<file path="src/rtl/ulpi_reg_arbiter_if.sv">
// Register-access bundle around ulpi_reg_arbiter: the PHY-side strobe/ack port
// plus the two requester ports (A and B).
interface ulpi_reg_arbiter_if;
  logic [7:0] reg_addr_o;
  logic       reg_stb_o;
  logic       reg_we_o;
  logic [7:0] reg_data_o;
  logic [7:0] reg_data_i;
  logic       reg_ack_i;

  logic       a_req_i;
  logic       a_we_i;
  logic [7:0] a_addr_i;
  logic [7:0] a_wdata_i;
  logic       a_ack_o;
  logic [7:0] a_rdata_o;
  logic       a_err_o;

  logic       b_req_i;
  logic       b_we_i;
  logic [7:0] b_addr_i;
  logic [7:0] b_wdata_i;
  logic       b_ack_o;
  logic [7:0] b_rdata_o;
  logic       b_err_o;

  modport master (
    output reg_addr_o, reg_stb_o, reg_we_o, reg_data_o,
    input  reg_data_i, reg_ack_i,
    input  a_req_i, a_we_i, a_addr_i, a_wdata_i,
    output a_ack_o, a_rdata_o, a_err_o,
    input  b_req_i, b_we_i, b_addr_i, b_wdata_i,
    output b_ack_o, b_rdata_o, b_err_o
  );

  modport slave (
    input  reg_addr_o, reg_stb_o, reg_we_o, reg_data_o,
    output reg_data_i, reg_ack_i,
    output a_req_i, a_we_i, a_addr_i, a_wdata_i,
    input  a_ack_o, a_rdata_o, a_err_o,
    output b_req_i, b_we_i, b_addr_i, b_wdata_i,
    input  b_ack_o, b_rdata_o, b_err_o
  );
endinterface

</file>
<file path="src/rtl/ulpi_reg_arbiter.sv">
// ULPI PHY register-port owner: boot sequence (vendor ID, Function/OTG Control),
// then round-robin sharing between requesters A and B with a per-access ack timeout.
//
// state | meaning
// BOOT  | load the bus fields for the current boot step
// ARB   | pick a requester (only after init_done_o)
// ISSUE | bus fields stable, raise strobe on the next edge
// WAIT  | strobe high, waiting for ack or timeout
// RESP  | one-cycle requester ack pulse
module ulpi_reg_arbiter #(
  parameter logic [7:0]  FUNC_CTRL_INIT = 8'h45,
  parameter logic [7:0]  OTG_CTRL_INIT  = 8'h00,
  parameter int unsigned TIMEOUT_CYCLES = 255
) (
  input  logic                      clk_i,
  input  logic                      rst_i,
  ulpi_reg_arbiter_if.master        bus,
  output logic                      init_done_o,
  output logic [15:0]               vid_o,
  output logic                      timeout_o
);

  localparam logic [15:0] TMO_LAST = 16'(TIMEOUT_CYCLES - 1);

  typedef enum logic [2:0] {S_BOOT, S_ARB, S_ISSUE, S_WAIT, S_RESP} state_t;

  state_t      r_state;
  state_t      w_state_nxt;
  logic [1:0]  r_boot_step;
  logic        r_boot_acc;
  logic        r_own_b;
  logic        r_rr_b;
  logic [15:0] r_tmo_cnt;
  logic [7:0]  r_addr;
  logic [7:0]  r_wdata;
  logic        r_we;
  logic        r_stb;
  logic        r_a_ack;
  logic [7:0]  r_a_rdata;
  logic        r_a_err;
  logic        r_b_ack;
  logic [7:0]  r_b_rdata;
  logic        r_b_err;
  logic        r_init_done;
  logic [15:0] r_vid;
  logic        r_timeout;

  logic        w_grant_a;
  logic        w_grant_b;
  logic        w_ack;
  logic        w_tmo;
  logic        w_done;
  logic [7:0]  w_rdata;

  // Contention goes to the side the pointer favours; a lone request always wins.
  assign w_grant_a = r_init_done & bus.a_req_i & (~bus.b_req_i | ~r_rr_b);
  assign w_grant_b = r_init_done & bus.b_req_i & (~bus.a_req_i |  r_rr_b);
  assign w_ack     = r_stb & bus.reg_ack_i;
  assign w_tmo     = r_stb & ~bus.reg_ack_i & (r_tmo_cnt == TMO_LAST);
  assign w_done    = w_ack | w_tmo;
  assign w_rdata   = (w_ack && !r_we) ? bus.reg_data_i : 8'h00;

  always_ff @(posedge clk_i) begin
    if (rst_i) begin
      r_state <= S_BOOT;
    end else begin
      r_state <= w_state_nxt;
    end
  end

  always_comb begin
    w_state_nxt = r_state;
    case (r_state)
      S_BOOT:  w_state_nxt = S_ISSUE;
      S_ARB:   if (w_grant_a || w_grant_b) w_state_nxt = S_ISSUE;
      S_ISSUE: w_state_nxt = S_WAIT;
      S_WAIT: begin
        if (w_done) begin
          if (!r_boot_acc)             w_state_nxt = S_RESP;
          else if (r_boot_step == 2'd3) w_state_nxt = S_ARB;
          else                          w_state_nxt = S_BOOT;
        end
      end
      S_RESP:  w_state_nxt = S_ARB;
      default: w_state_nxt = S_BOOT;
    endcase
  end

  always_ff @(posedge clk_i) begin
    if (rst_i) begin
      r_boot_step <= 2'd0;
      r_boot_acc  <= 1'b0;
      r_own_b     <= 1'b0;
      r_rr_b      <= 1'b0;
      r_tmo_cnt   <= 16'd0;
      r_addr      <= 8'h00;
      r_wdata     <= 8'h00;
      r_we        <= 1'b0;
      r_stb       <= 1'b0;
      r_a_ack     <= 1'b0;
      r_a_rdata   <= 8'h00;
      r_a_err     <= 1'b0;
      r_b_ack     <= 1'b0;
      r_b_rdata   <= 8'h00;
      r_b_err     <= 1'b0;
      r_init_done <= 1'b0;
      r_vid       <= 16'h0000;
      r_timeout   <= 1'b0;
    end else begin
      r_a_ack <= 1'b0;
      r_b_ack <= 1'b0;
      case (r_state)
        S_BOOT: begin
          r_boot_acc <= 1'b1;
          case (r_boot_step)
            2'd0:    begin r_addr <= 8'h00; r_we <= 1'b0; r_wdata <= 8'h00;           end
            2'd1:    begin r_addr <= 8'h01; r_we <= 1'b0; r_wdata <= 8'h00;           end
            2'd2:    begin r_addr <= 8'h04; r_we <= 1'b1; r_wdata <= FUNC_CTRL_INIT;  end
            default: begin r_addr <= 8'h0A; r_we <= 1'b1; r_wdata <= OTG_CTRL_INIT;   end
          endcase
        end
        S_ARB: begin
          if (w_grant_a || w_grant_b) begin
            r_boot_acc <= 1'b0;
            r_own_b    <= w_grant_b;
            r_addr     <= w_grant_b ? bus.b_addr_i  : bus.a_addr_i;
            r_we       <= w_grant_b ? bus.b_we_i    : bus.a_we_i;
            r_wdata    <= w_grant_b ? bus.b_wdata_i : bus.a_wdata_i;
            if (bus.a_req_i && bus.b_req_i) r_rr_b <= w_grant_a;
          end
        end
        S_ISSUE: begin
          r_stb     <= 1'b1;
          r_tmo_cnt <= 16'd0;
        end
        S_WAIT: begin
          if (w_done) begin
            r_stb <= 1'b0;
            if (w_tmo) r_timeout <= 1'b1;
            if (r_boot_acc) begin
              if (r_boot_step == 2'd0) r_vid[7:0]  <= w_rdata;
              if (r_boot_step == 2'd1) r_vid[15:8] <= w_rdata;
              if (r_boot_step == 2'd3) r_init_done <= 1'b1;
              r_boot_step <= r_boot_step + 2'd1;
            end else if (r_own_b) begin
              r_b_ack   <= 1'b1;
              r_b_rdata <= w_rdata;
              r_b_err   <= w_tmo;
            end else begin
              r_a_ack   <= 1'b1;
              r_a_rdata <= w_rdata;
              r_a_err   <= w_tmo;
            end
          end else begin
            r_tmo_cnt <= r_tmo_cnt + 16'd1;
          end
        end
        default: ;
      endcase
    end
  end

  assign bus.reg_addr_o = r_addr;
  assign bus.reg_stb_o  = r_stb;
  assign bus.reg_we_o   = r_we;
  assign bus.reg_data_o = r_wdata;
  assign bus.a_ack_o    = r_a_ack;
  assign bus.a_rdata_o  = r_a_rdata;
  assign bus.a_err_o    = r_a_err;
  assign bus.b_ack_o    = r_b_ack;
  assign bus.b_rdata_o  = r_b_rdata;
  assign bus.b_err_o    = r_b_err;
  assign init_done_o    = r_init_done;
  assign vid_o          = r_vid;
  assign timeout_o      = r_timeout;

endmodule

</file>
<file path="src/flat_wrapper.sv">
// flat-port wrapper written by rule: the top's interface ports become plain ports
module ulpi_reg_arbiter_flat 
#(
  parameter logic [7:0]  FUNC_CTRL_INIT = 8'h45,
  parameter logic [7:0]  OTG_CTRL_INIT  = 8'h00,
  parameter int unsigned TIMEOUT_CYCLES = 255
)
  (clk_i, rst_i, init_done_o, vid_o, timeout_o, bus_reg_addr_o, bus_reg_stb_o, bus_reg_we_o, bus_reg_data_o, bus_reg_data_i, bus_reg_ack_i, bus_a_req_i, bus_a_we_i, bus_a_addr_i, bus_a_wdata_i, bus_a_ack_o, bus_a_rdata_o, bus_a_err_o, bus_b_req_i, bus_b_we_i, bus_b_addr_i, bus_b_wdata_i, bus_b_ack_o, bus_b_rdata_o, bus_b_err_o);
  ulpi_reg_arbiter_if bus_i ();
  input  logic clk_i;
  input  logic rst_i;
  output logic init_done_o;
  output logic [15:0] vid_o;
  output logic timeout_o;
  output wire logic [$bits(bus_i.reg_addr_o)-1:0] bus_reg_addr_o;
  output wire logic [$bits(bus_i.reg_stb_o)-1:0] bus_reg_stb_o;
  output wire logic [$bits(bus_i.reg_we_o)-1:0] bus_reg_we_o;
  output wire logic [$bits(bus_i.reg_data_o)-1:0] bus_reg_data_o;
  input wire logic [$bits(bus_i.reg_data_i)-1:0] bus_reg_data_i;
  input wire logic [$bits(bus_i.reg_ack_i)-1:0] bus_reg_ack_i;
  input wire logic [$bits(bus_i.a_req_i)-1:0] bus_a_req_i;
  input wire logic [$bits(bus_i.a_we_i)-1:0] bus_a_we_i;
  input wire logic [$bits(bus_i.a_addr_i)-1:0] bus_a_addr_i;
  input wire logic [$bits(bus_i.a_wdata_i)-1:0] bus_a_wdata_i;
  output wire logic [$bits(bus_i.a_ack_o)-1:0] bus_a_ack_o;
  output wire logic [$bits(bus_i.a_rdata_o)-1:0] bus_a_rdata_o;
  output wire logic [$bits(bus_i.a_err_o)-1:0] bus_a_err_o;
  input wire logic [$bits(bus_i.b_req_i)-1:0] bus_b_req_i;
  input wire logic [$bits(bus_i.b_we_i)-1:0] bus_b_we_i;
  input wire logic [$bits(bus_i.b_addr_i)-1:0] bus_b_addr_i;
  input wire logic [$bits(bus_i.b_wdata_i)-1:0] bus_b_wdata_i;
  output wire logic [$bits(bus_i.b_ack_o)-1:0] bus_b_ack_o;
  output wire logic [$bits(bus_i.b_rdata_o)-1:0] bus_b_rdata_o;
  output wire logic [$bits(bus_i.b_err_o)-1:0] bus_b_err_o;
  assign bus_reg_addr_o = bus_i.reg_addr_o;
  assign bus_reg_stb_o = bus_i.reg_stb_o;
  assign bus_reg_we_o = bus_i.reg_we_o;
  assign bus_reg_data_o = bus_i.reg_data_o;
  assign bus_i.reg_data_i = bus_reg_data_i;
  assign bus_i.reg_ack_i = bus_reg_ack_i;
  assign bus_i.a_req_i = bus_a_req_i;
  assign bus_i.a_we_i = bus_a_we_i;
  assign bus_i.a_addr_i = bus_a_addr_i;
  assign bus_i.a_wdata_i = bus_a_wdata_i;
  assign bus_a_ack_o = bus_i.a_ack_o;
  assign bus_a_rdata_o = bus_i.a_rdata_o;
  assign bus_a_err_o = bus_i.a_err_o;
  assign bus_i.b_req_i = bus_b_req_i;
  assign bus_i.b_we_i = bus_b_we_i;
  assign bus_i.b_addr_i = bus_b_addr_i;
  assign bus_i.b_wdata_i = bus_b_wdata_i;
  assign bus_b_ack_o = bus_i.b_ack_o;
  assign bus_b_rdata_o = bus_i.b_rdata_o;
  assign bus_b_err_o = bus_i.b_err_o;
  ulpi_reg_arbiter #(.FUNC_CTRL_INIT(FUNC_CTRL_INIT), .OTG_CTRL_INIT(OTG_CTRL_INIT), .TIMEOUT_CYCLES(TIMEOUT_CYCLES)) u_core (.clk_i(clk_i), .rst_i(rst_i), .bus(bus_i), .init_done_o(init_done_o), .vid_o(vid_o), .timeout_o(timeout_o));
endmodule
</file>
<file path="config.mk">
export PLATFORM = sky130hd
export DESIGN_NAME = ulpi_reg_arbiter_flat
export DESIGN_NICKNAME = d
export VERILOG_FILES = /design/src/rtl/ulpi_reg_arbiter_if.sv /design/src/rtl/ulpi_reg_arbiter.sv /design/src/flat_wrapper.sv
export SDC_FILE = /design/constraint.sdc
export NUM_CORES = 1
export LEC_CHECK = 0
export CAP_MARGIN = 40
export CORE_MARGIN = 5
export CORE_UTILIZATION = 48
export CTS_CLUSTER_DIAMETER = 120
export DETAILED_ROUTE_END_ITERATION = 8
export PLACE_DENSITY = 0.91
export SYNTH_ARGS = -nofsm -noshare
export SYNTH_HDL_FRONTEND = slang
export SYNTH_SLANG_ARGS = --single-unit
export TNS_END_PERCENT = 5
</file>
<file path="constraint.sdc">
create_clock -name clk_i -period 2.5 [get_ports clk_i]
set_input_delay 0.375 -clock clk_i [delete_from_list [all_inputs] [get_ports clk_i]]
set_output_delay 0.375 -clock clk_i [all_outputs]
set_load 0.01 [all_outputs]
</file>
==> reports/metrics.csv, run 1 <==
metric;value;unit
status;completed;
Vias/cell;5.831;
cts bufs inserted;9;
Max Clk Rate;466.5;MHz
register area share after synthesis;41.95;%
final hold vios;0;
Crit Path Max Fanout;19;
Post-Syn Area;3817;um2
post_cts resized;0;
worst-margin pin slew;0.6823;ns
post-DP HPWL;8154;um
Worst EP required;2.79;ns
Top Ports;103;
XOR/XNOR share of the synthesized area;0.4589;%
Initial Util;49.40;%
cts hold-fix bufs;0;
core area;7727;um2
register bit total from synthesis;80;
Startpoint Class;flip-flop;
post-synthesis compound-gate area fraction;20.22;%
largest net degree at the start of global routing;45;
unrepaired setup endpoints after global routing;no;
# placed instances;635;
headroom to the max-slew limit;54.52;%
# fillers;603;
GRT Resource Usage Total;21.94;%
Antenna Cells;0;
WL per Instance;17.11;um
Rows;32;
Avg Synthesized Cell Area;8.483;um2
DIE HEIGHT;99.18;um
clk sinks;80;
die area;9837;um2
share of cells above drive strength 1;10.04;%
Residual DRC;0;
CTS Root Cell;clkbuf_8;
DR pass1 iterations;6;
Leakage;1.760;nW
Tmin final;2.144;ns
CTS tree;yes;
Worst setup EP type;flip-flop;
non-filler cells, final;650;
FFs w/ async S/R, synth;0;%
Clock Tree Buf Depth;2;
Hold Slack;0.4536;ns
Syn Nets;504;
Die W;99.18;um
Post-synth top flop;dfxtp_1;
adder-cell area share of the yosys netlist;2.294;%
Final Max Tran Viols;0;
Post-CTS Setup Bufs;0;
DR iter-0 viols;254;
vias in the first global route;3795;
pwr/cell area;525.9;nW/um2
commonest non-fill, non-tap cell in the layout;clkdlybuf4s50_1;
crit path DAT;2.44;ns
total chip power;0.002698;W
clock-pin transition on the worst setup and hold timing paths;0.08;ns
final cycle utilization of the critical path;85.74;%
Hold/Removal Path Class;in2reg;
Post-DRT Antenna Nets;0;
Post-synth EDFFs;0;
most frequent cells in the layout;clkdlybuf4s50_1, dfxtp_1, nand2_1, a21oi_1, nand3_1;
crit path kind;reg2reg;
drt total wl;11120;um
vias;3790;
IO Port Bufs;102;
Worst Clk Skew;0.01022;ns
Final Setup Violations;0;
mux cell area share after synthesis;5.605;%
VDD IR max;356.2;uV
gpl congestion;0.8567;
Clk Latency, worst-skew pair;0.35;ns
# Max-Cap Violations;0;
Synth Warn #;0;
area delta synth->final;34.38;%
total grt overflow;0;
synth unique cells;55;
initial antenna violation count;0;
nets@finish;598;
Syn Inst Count;450;
H-tree depth;3;
TNS Setup;0;ns
first-pass GRT wire length;17860;um
simple-gate share of the synthesized area;24.94;%
largest family of logic cells by synthesized area;simple AND/OR/NAND/NOR gates;
==> area by class of cell <==
| type | instances | area [um2] | share of cell area [%] |
|---|---|---|---|
| clock buffers | 9 | 123.9 | 2.415 |
| clock inverters | 6 | 85.08 | 1.659 |
| inverters | 6 | 22.52 | 0.4390 |
| multi-input cells | 332 | 2043 | 39.83 |
| flip-flops and latches | 80 | 1602 | 31.22 |
| well taps | 102 | 127.6 | 2.488 |
| repair buffers | 115 | 1126 | 21.95 |
==> cell families after synthesis <==
logic type	Yosys count
and+or+nand+nor	178
buffers and inverters	38
adders and majority gates	7
DFF	80
muxes	20
AOI/OAI and AO/OA	125
xor gates and xnor gates	2
==> worst max-delay path, cell delays in order (launching register included) <==
cell	delay [ns]
dfxtp_1	0.42
ha_1	0.18
nor4bb_4	0.33
nand4_4	0.18
o21a_1	0.45
nor4_4	0.34
and2_1	0.17
==> path summary, 6_finish.rpt <==
kind | start | end | slack [ns] | cells after the start
worst min register to register | u_core.bus.reg_addr_o[5]$_SDFFE_PP0P_ | u_core.bus.reg_addr_o[5]$_SDFFE_PP0P_ | 0.45 | 2
worst max-delay path | u_core.r_tmo_cnt[1]$_SDFFE_PP0P_ | u_core.bus.b_ack_o$_SDFF_PP0_ | 0.36 | 6
worst min-delay path | rst_i | u_core.r_state[0]$_SDFFE_PP0P_ | 0.45 | 2
worst max register to register | u_core.r_tmo_cnt[1]$_SDFFE_PP0P_ | u_core.bus.b_ack_o$_SDFF_PP0_ | 0.36 | 6
==> sequential cells by signal, indices dropped and copies added (netlist names), 2 cells and up <==
name                   cells
u_core.bus.a_rdata_o       8
u_core.bus.b_rdata_o       8
u_core.r_state             3
u_core.r_boot_step         2
u_core.bus.reg_addr_o      8
u_core.vid_o              16
u_core.r_tmo_cnt          16
u_core.bus.reg_data_o      8
==> cell usage after synthesis (all sizes together) (6+ instances only) <==
| library cell | instances | share of area (%) |
|---|---|---|
| a21oi | 55 | 7.2 |
| a311o | 6 | 1.6 |
| and2 | 6 | 0.98 |
| buf | 16 | 2.4 |
| clkbuf | 16 | 1.6 |
| dfxtp | 80 | 42 |
| ha | 7 | 2.3 |
| mux2 | 11 | 3.2 |
| mux2i | 9 | 2.4 |
| nand2 | 59 | 6.0 |
| nand3 | 38 | 5.0 |
| nand4 | 17 | 3.3 |
| nor2 | 23 | 2.3 |
| nor3 | 8 | 1.2 |
| o211ai | 9 | 1.9 |
| o21ai | 35 | 4.8 |
| or3 | 8 | 1.3 |
==> metal layers <==
| metal | GRT usage (%) | wire [um] | part of all wire, % |
|---|---|---|---|
| met1 | 25.94 | 4431 | 40 |
| met2 | 38.07 | 5633 | 51 |
| met3 | 5.189 | 808 | 7.3 |
| met4 | 9.034 | 245 | 2.2 |
| met5 | 0 | 0 | 0 |
==> power breakdown <==
group / total (W) / switching (W) / internal, W / leakage, nW
combinational: 0.000351 / 0.000191 / 0.000160 / 1.01
clock: 0.00102 / 0.000466 / 0.000553 / 0.101
sequential: 0.00133 / 0.0000323 / 0.00130 / 0.646
total: 0.00270 / 0.000689 / 0.00201 / 1.76
==> stage by stage <==
step	worst slack, ns	utilization, %	instance area, um2
floorplan	0.6093	-	3817
global placement	0.1745	63.68	4921
detailed placement	0.06798	63.68	4921
CTS	0.3836	66.39	5130
global route	0.2267	66.39	5130
finish	0.3564	66.39	5130
Note: power is estimated with default switching activity, not from simulation.
==> run 2: changes to the inputs <==
Settings changed: CAP_MARGIN 40 to 10.
==> results of run 2 <==
Final layout, timing and power as in run 1 (identical DEF).
==> run 3: changes to the inputs <==
Settings changed: ABC_CLOCK_PERIOD_IN_PS from default to 2500, CAP_MARGIN 10 to 30.
==> results of run 3 <==
Final layout, timing and power as in run 1 (identical DEF).
